$ cat src/rtl/imem_loader_pkg.sv
// imem_loader_pkg
// Shared definitions for the instruction-store loader.
//   load_state_t    : loader FSM states (IDLE, RECV_HI, RECV_LO, DONE)
//   DEPTH_DEFAULT   : default number of 16-bit words in the store
//   AW_DEFAULT      : default word-address width, log2(DEPTH_DEFAULT)
//   DEFAULT_PROG    : power-on program, also used by the core's testbench
//   default_word()  : returns the power-on word for any store index
package imem_loader_pkg;

    localparam int DEPTH_DEFAULT = 16;
    localparam int AW_DEFAULT    = 4;

    typedef enum logic [1:0] {
        IDLE    = 2'd0,
        RECV_HI = 2'd1,
        RECV_LO = 2'd2,
        DONE    = 2'd3
    } load_state_t;

    localparam logic [15:0] DEFAULT_PROG [16] = '{
        16'h8101, 16'h8202, 16'h0312, 16'h4423,
        16'h5534, 16'h2640, 16'h3751, 16'hC002,
        16'h9863, 16'hA974, 16'hBA85, 16'h6B96,
        16'h7CA7, 16'hDDB8, 16'hEEC9, 16'hF000
    };

    // The power-on program is 16 words long; a deeper store repeats it so
    // that every entry still resets to a known instruction.
    function automatic logic [15:0] default_word(input int idx);
        return DEFAULT_PROG[idx % 16];
    endfunction

endpackage

$ cat src/rtl/imem_store.sv
// imem_store
// DEPTH x 16 writable instruction store with one synchronous write port and
// one combinational read port. Reset restores the power-on program.
// Ports:
//   clk, rst  : clock, asynchronous active-high reset
//   we        : write enable
//   wr_addr   : write word address
//   wr_data   : write data
//   rd_addr   : read word address (PC word index)
//   rd_data   : combinational read data, mem[rd_addr]
module imem_store
    import imem_loader_pkg::*;
#(
    parameter int DEPTH = DEPTH_DEFAULT,
    parameter int AW    = AW_DEFAULT
) (
    input  logic          clk,
    input  logic          rst,
    input  logic          we,
    input  logic [AW-1:0] wr_addr,
    input  logic [15:0]   wr_data,
    input  logic [AW-1:0] rd_addr,
    output logic [15:0]   rd_data
);

    logic [15:0] mem [DEPTH];

    // Register array: reset reloads the default program into every entry, so a
    // reset in the middle of a load discards all of the partially loaded words.
    always_ff @(posedge clk or posedge rst) begin
        if (rst) begin
            for (int i = 0; i < DEPTH; i++) begin
                mem[i] <= default_word(i);
            end
        end else if (we) begin
            mem[wr_addr] <= wr_data;
        end
    end

    // A read of the word being written returns the old contents until the edge.
    assign rd_data = mem[rd_addr];

endmodule

$ cat src/rtl/imem_loader.sv
// imem_loader
// Program-load stage for the 16-bit core. Receives a big-endian byte stream
// over valid/ready, assembles 16-bit words and writes them into the store.
// While a load is in progress, cpu_hold keeps the CPU in reset.
// Ports:
//   clk, rst    : clock, asynchronous active-high reset
//   load_req    : level; a rising edge in IDLE starts a load, dropping it aborts
//   byte_in     : program byte
//   byte_valid  : byte_in is valid
//   byte_ready  : a byte can be accepted this cycle
//   rd_addr     : fetch word address (pc[4:1])
//   rd_instr    : combinational fetch data
//   cpu_hold    : high while not IDLE
//   load_done   : one-cycle pulse after the last word is written
//   load_abort  : one-cycle pulse while load_req is low in a receive state
//   csum        : XOR of all bytes accepted since the last load start
module imem_loader
    import imem_loader_pkg::*;
#(
    parameter int DEPTH = DEPTH_DEFAULT,
    parameter int AW    = AW_DEFAULT
) (
    input  logic          clk,
    input  logic          rst,
    input  logic          load_req,
    input  logic [7:0]    byte_in,
    input  logic          byte_valid,
    output logic          byte_ready,
    input  logic [AW-1:0] rd_addr,
    output logic [15:0]   rd_instr,
    output logic          cpu_hold,
    output logic          load_done,
    output logic          load_abort,
    output logic [7:0]    csum
);

    load_state_t   state;
    load_state_t   state_next;
    logic          req_q;
    logic [AW-1:0] word_ptr;
    logic [7:0]    hi_byte;
    logic          start_load;
    logic          accept_hi;
    logic          accept_lo;
    logic          last_word;

    assign last_word = (word_ptr == AW'(DEPTH - 1));

    // State register.
    always_ff @(posedge clk or posedge rst) begin
        if (rst) begin
            state <= IDLE;
        end else begin
            state <= state_next;
        end
    end

    // Next-state and handshake decode. A low load_req in a receive state wins
    // over a byte offered in the same cycle: the byte is refused and the load
    // abandoned. load_req is not looked at in DONE, and since req_q tracks it
    // every cycle, a level still held high afterwards cannot restart a load.
    always_comb begin
        state_next = state;
        byte_ready = 1'b0;
        load_done  = 1'b0;
        load_abort = 1'b0;
        start_load = 1'b0;
        accept_hi  = 1'b0;
        accept_lo  = 1'b0;
        case (state)
            IDLE: begin
                if (load_req && !req_q) begin
                    start_load = 1'b1;
                    state_next = RECV_HI;
                end
            end
            RECV_HI: begin
                byte_ready = 1'b1;
                if (!load_req) begin
                    load_abort = 1'b1;
                    state_next = IDLE;
                end else if (byte_valid) begin
                    accept_hi  = 1'b1;
                    state_next = RECV_LO;
                end
            end
            RECV_LO: begin
                byte_ready = 1'b1;
                if (!load_req) begin
                    load_abort = 1'b1;
                    state_next = IDLE;
                end else if (byte_valid) begin
                    accept_lo  = 1'b1;
                    state_next = last_word ? DONE : RECV_HI;
                end
            end
            DONE: begin
                load_done  = 1'b1;
                state_next = IDLE;
            end
            default: begin
                state_next = IDLE;
            end
        endcase
    end

    assign cpu_hold = (state != IDLE);

    // Datapath: load_req edge detector, high-byte latch, word pointer and the
    // running checksum. The pointer never wraps because the last word sends
    // the FSM to DONE instead of incrementing.
    always_ff @(posedge clk or posedge rst) begin
        if (rst) begin
            req_q    <= 1'b0;
            word_ptr <= '0;
            hi_byte  <= 8'h00;
            csum     <= 8'h00;
        end else begin
            req_q <= load_req;
            if (start_load) begin
                word_ptr <= '0;
                csum     <= 8'h00;
            end else if (accept_hi) begin
                hi_byte <= byte_in;
                csum    <= csum ^ byte_in;
            end else if (accept_lo) begin
                csum <= csum ^ byte_in;
                if (!last_word) begin
                    word_ptr <= word_ptr + AW'(1);
                end
            end
        end
    end

    imem_store #(
        .DEPTH (DEPTH),
        .AW    (AW)
    ) u_store (
        .clk     (clk),
        .rst     (rst),
        .we      (accept_lo),
        .wr_addr (word_ptr),
        .wr_data ({hi_byte, byte_in}),
        .rd_addr (rd_addr),
        .rd_data (rd_instr)
    );

endmodule

$ cat config.mk
export PLATFORM = sky130hd
export DESIGN_NAME = imem_loader
export DESIGN_NICKNAME = d
export VERILOG_FILES = /design/src/rtl/imem_loader_pkg.sv /design/src/rtl/imem_store.sv /design/src/rtl/imem_loader.sv
export SDC_FILE = /design/constraint.sdc
export NUM_CORES = 1
export LEC_CHECK = 0
export ABC_CLOCK_PERIOD_IN_PS = 9500
export BUFFER_PORTS_ARGS = -buffer_cell sky130_fd_sc_hd__buf_2
export CORE_ASPECT_RATIO = 0.7
export CORE_MARGIN = 5
export CORE_UTILIZATION = 31
export CTS_BUF_LIST = sky130_fd_sc_hd__clkbuf_4 sky130_fd_sc_hd__clkbuf_8 sky130_fd_sc_hd__clkbuf_16
export CTS_CLUSTER_SIZE = 12
export DETAILED_ROUTE_END_ITERATION = 10
export PLACE_DENSITY_LB_ADDON = 0.2
export SETUP_SLACK_MARGIN = 0.1
export SYNTH_ARGS = -nofsm -noshare
export SYNTH_HDL_FRONTEND = slang
export SYNTH_HIERARCHICAL = 1
export SYNTH_SLANG_ARGS = --single-unit
$ cat constraint.sdc
create_clock -name clk -period 9.5 [get_ports clk]
set_input_delay 0.95 -clock clk [delete_from_list [all_inputs] [get_ports clk]]
set_output_delay 0.95 -clock clk [all_outputs]
set_load 0.05 [all_outputs]
Word-level counts from Yosys, hierarchy flattened. Index checks and enable logic that the tools add are counted.

Register bits: 279. Output and inout bits: 28.

$add $sub $neg: 1. Eq/ne operators: 9. Bitwise logic cells: 4. Reduce and logical (&&, ||, !) cells: 11. Muxes and demuxes: 30. Magnitude comparators: 3.

Operator list (number): $bwmux W256 (1); $bmux W16 S4 (1); $demux W16 S4 (1); $mux W16 (3); $mux W8 (3); $mux W4 (4); $mux W2 (6); $ge A5 B5 Y1 const B (2); $mux W1 (10); $not A4 Y5 (2); $pmux W2 S4 (1); $xor A8 B8 Y8 (1); $ne A2 B2 Y1 const B (3); $ne A3 B3 Y1 const B (2); $reduce_and A3 Y1 (2); $lt A5 B1 Y1 const B (1); $add A4 B1 Y4 const B (1); $eq A2 B2 Y1 const B (2); $eq A4 B4 Y1 const B (1); $reduce_bool A2 Y1 (2); $reduce_bool A3 Y1 (1); $eq A2 B1 Y1 const B (1); $logic_and A1 B1 Y1 (2); $logic_not A2 Y1 (1); other kinds (4) (4).

Depth between registers and ports, before layout.
Depth after elaboration: 6. Depth in mapped cells: 9. Gate-level depth less buffers: 6.

Modules after synthesis. Netlist, hierarchy kept.

Modules (own cells, without submodules): imem_store (instances 1, cells an instance 716, area an instance 11710.0 um^2); imem_loader (instances 1, cells an instance 103, area an instance 1204.9 um^2).

Worst setup path before layout. No wires, ideal clock.

Kind: input-to-output. Start point: in rd_addr[0]. End point: out rd_instr[11]. Setup slack: 6074 ps. Arrival time: 2476 ps. Stages: 5. Data required time: 8550 ps. Cells stage by stage: buf_2 -> buf_2 -> mux4_2 -> a22oi_1 -> nand2_1.

Word-level cells in the longest chain between the ends: 4.

Ends and longest elaborated chain: start: declaration (line imem_loader.sv:29) `input logic [AW-1:0] rd_addr,`; $not A4 Y5 (not written as such) (line imem_store.sv:41) `assign rd_data = mem[rd_addr];`; $bmux W16 S4 (line imem_store.sv:41); $mux W16 (not written as such) (2 in series) (line imem_store.sv:41); end: declaration (line imem_loader.sv:30) `output logic [15:0] rd_instr,`.

No other way between the ends. The select of a mux whose other input is x is not followed.

Worst setup path after layout.
Start point: in rd_addr[0]. End point: out rd_instr[0].

The elaborated chain is that of the path after synthesis.

==> flow_summary.toml <==
[drt]
drtIter0Drc = 411
final_antenna_net_count = 0
met2_length_um = 15030
wl_met3_um = 935
wl_um = 32370
via_per_inst = 4.954
vias = 7030
first_pass_iters = 4
avgRoutedWirePerCell_um = 22.81
drc_errors = 0
maxUsedRoutingLayer = "met4"
wl_met1_um = 15950

[grt]
antenna_found_initial = 0
grt_start_max_net_pins = 128
grt_pass1_wl_um = 49960
grt.overflow.total = 0
grt_usage_pct = 14.21
grt_pass1_vias = 7554

[synth]
ys_top_cells_by_area = "dfrtp_1 (34%), mux2_2 (22%), dfstp_2 (21%)"
synth.lib_cells_used.distinct = 43
ys.warnings.count = 6
yosys.area.top_type = "dfrtp_1"
syn_area_per_cell_um2 = 15.77
synth_top_area_share_pct = 34.10
synth-seq-cells = 279
seq_area_frac_synth_pct = 55.06
synth_most_common_cell = "mux2_2"
synth_common_cells = "mux2_2 (256), dfrtp_1 (176), dfstp_2 (103)"
syn-num-nets = 841
synth_area_mm2 = 0.01291
synth_ff_type = "dfrtp_1"
synth_cells = 819
synth-edff-count = 0
async_reset_ff_share_pct = 100.0

[clocking]
cts-buffers-inserted = 29
cts_hold_buf = 0
cts-root-buf = "clkbuf_16"
cts.sinks = 279
path_clk_slew_ns = 0.05
htreeDepth = 1
clock_path_buffers = 3
cts_setup_buffers = 0
insertion_delay_ns = 0.56
cts_tree = "built"
post_cts_resized = 0

[timing]
finalCriticalPeriod_ns = 4.327
finalCritPeriodShare_pct = 45.55
maxSlewHeadroom_pct = 29.17
finalHoldViolations = 0
fmax_ghz = 0.2311
tightest_slew_ns = 1.061
slew_viol_final = 0
fin_ws_ns = 5.173
setup_viol = 0
clock-skew-final_ns = 0.01417
rsz0062_at_grt = "no"
fin_tns_setup_ns = 0

[worst_setup_path]
worstSetupEndpointType = "output port"
path_max_fanout = 43
reg2reg_slack_ns = 6.62
critPathRequiredTime_ns = 8.55
startpoint_type = "input pin"
worstSetupPathType = "in2out"
cp.arrival_ns = 3.38

[power]
p_leak_nw = 6.585
vdd_drop_max_v = 0.0001378
cellPowerDensity_mw_per_mm2 = 205.2

[floorplan]
dieArea_mm2 = 0.04591
start_util_pct = 31.41
boundaryPins = 44
die_h_um = 180.8
num_rows = 62
coreArea_mm2 = 0.04111
die_x_um = 254.0

[finish]
syn_to_final_growth_pct = 13.21
fin_nets = 873
drive_gt1_share_pct = 64.99

[job]
cap_violations = 0

[place]
io_buffers = 43
routabilityCongestion = 0.7207
dp_slack_ns = 5.070
place_hpwl_um = 18550

[status]
outcome = "complete, no violations"

[worst_hold_path]
hp-class = "reg2reg"
## routing by layer
metal  global-route usage [%]  vias to the layer above
met2                    22.31                       77
li1                         -                     3117
met1                    21.32                     3801
met4                    2.362                        0
met3                    2.156                       35
met5                        0                        -
## flip-flops by register name, summed over array words and instances (netlist names)
name         count
csum             8
req_q            1
hi_byte          8
u_store/mem    256
word_ptr         4
state            2
## layout make-up
class / count / area (um^2)
fill: 3933 / 26490
sequential: 279 / 7111
multi-input combinational: 471 / 5456
clock buffer: 49 / 900.9
tap: 544 / 680.7
timing repair buffer: 65 / 385.4
clock inverter: 5 / 57.56
inverter: 5 / 26.28
antenna: 1 / 2.502
## placed cells by master (no fill, tap or decap), drive strengths merged, types with 3 or more instances in the layout
| cell | Yosys | final |
|---|---|---|
| mux2 | 265 | 265 |
| dfrtp | 176 | 176 |
| dfstp | 103 | 103 |
| buf | 41 | 65 |
| mux4 | 64 | 64 |
| clkbuf | 23 | 49 |
| a22oi | 32 | 32 |
| nand2 | 21 | 21 |
| nor2 | 20 | 20 |
| o211ai | 8 | 8 |
| xor2 | 8 | 8 |
| nand3 | 8 | 8 |
| inv | 5 | 7 |
| ha | 6 | 6 |
| nand2b | 5 | 5 |
| nor3 | 4 | 4 |
| nor2b | 4 | 4 |
| a21oi | 3 | 3 |
| nor3b | 3 | 3 |
| nand3b | 3 | 3 |
## final timing paths
path | startpoint | endpoint | cells past startpoint
max in group asynchronous | rst | u_store/mem[132] | 3
hold / removal | u_store/mem[231] | u_store/mem[231] | 1
setup / recovery | rd_addr[0] | rd_instr[0] | 6
min in group asynchronous | rst | u_store/mem[242] | 2
setup reg to reg | state[0] | u_store/mem[54] | 7
hold reg to reg | u_store/mem[231] | u_store/mem[231] | 1
## logic make-up (layout without fill, tap and decap cells)
kind of cell | after synthesis | count (layout) | synth area share (%)
xor+xnor | 8 | 8 | 0.5426
fa+ha+maj | 6 | 6 | 0.5813
buf+inv | 69 | 124 | 2.936
mux | 331 | 331 | 34.65
simple gates | 78 | 78 | 3.478
compound gates | 48 | 48 | 2.751
flops | 279 | 279 | 55.06
other cells | 0 | 1 | 0
## per-stage QoR
step | total power [mW] | hold WS (ns) | std cells | utilization (%) | cell area [um^2]
after floorplan | 1.750 | 0.4594 | 819 | - | 12910
after global placement | 1.876 | 0.4682 | 1364 | 33.22 | 13660
after detailed placement | 1.879 | 0.4813 | 1364 | 33.22 | 13660
after CTS | 3.046 | 0.4928 | 1418 | 35.55 | 14620
after global routing | 3.134 | 0.5086 | 1418 | 35.55 | 14620
final | 3.000 | 0.4900 | 1419 | 35.56 | 14620
## worst max-delay path: stages
cell and delay, ns:
buf_4 0.38, buf_4 0.78, mux4_2 0.59, a22oi_1 0.24
nand2_1 0.14, buf_2 0.23
## report_power, final
part | leakage (nW) | switching [mW] | internal, mW
registers | 3.48 | 0.133 | 1.29
logic | 2.62 | 0.264 | 0.171
clock network | 0.491 | 0.473 | 0.673
total | 6.58 | 0.870 | 2.13
Power figures use the tool's default switching activity.
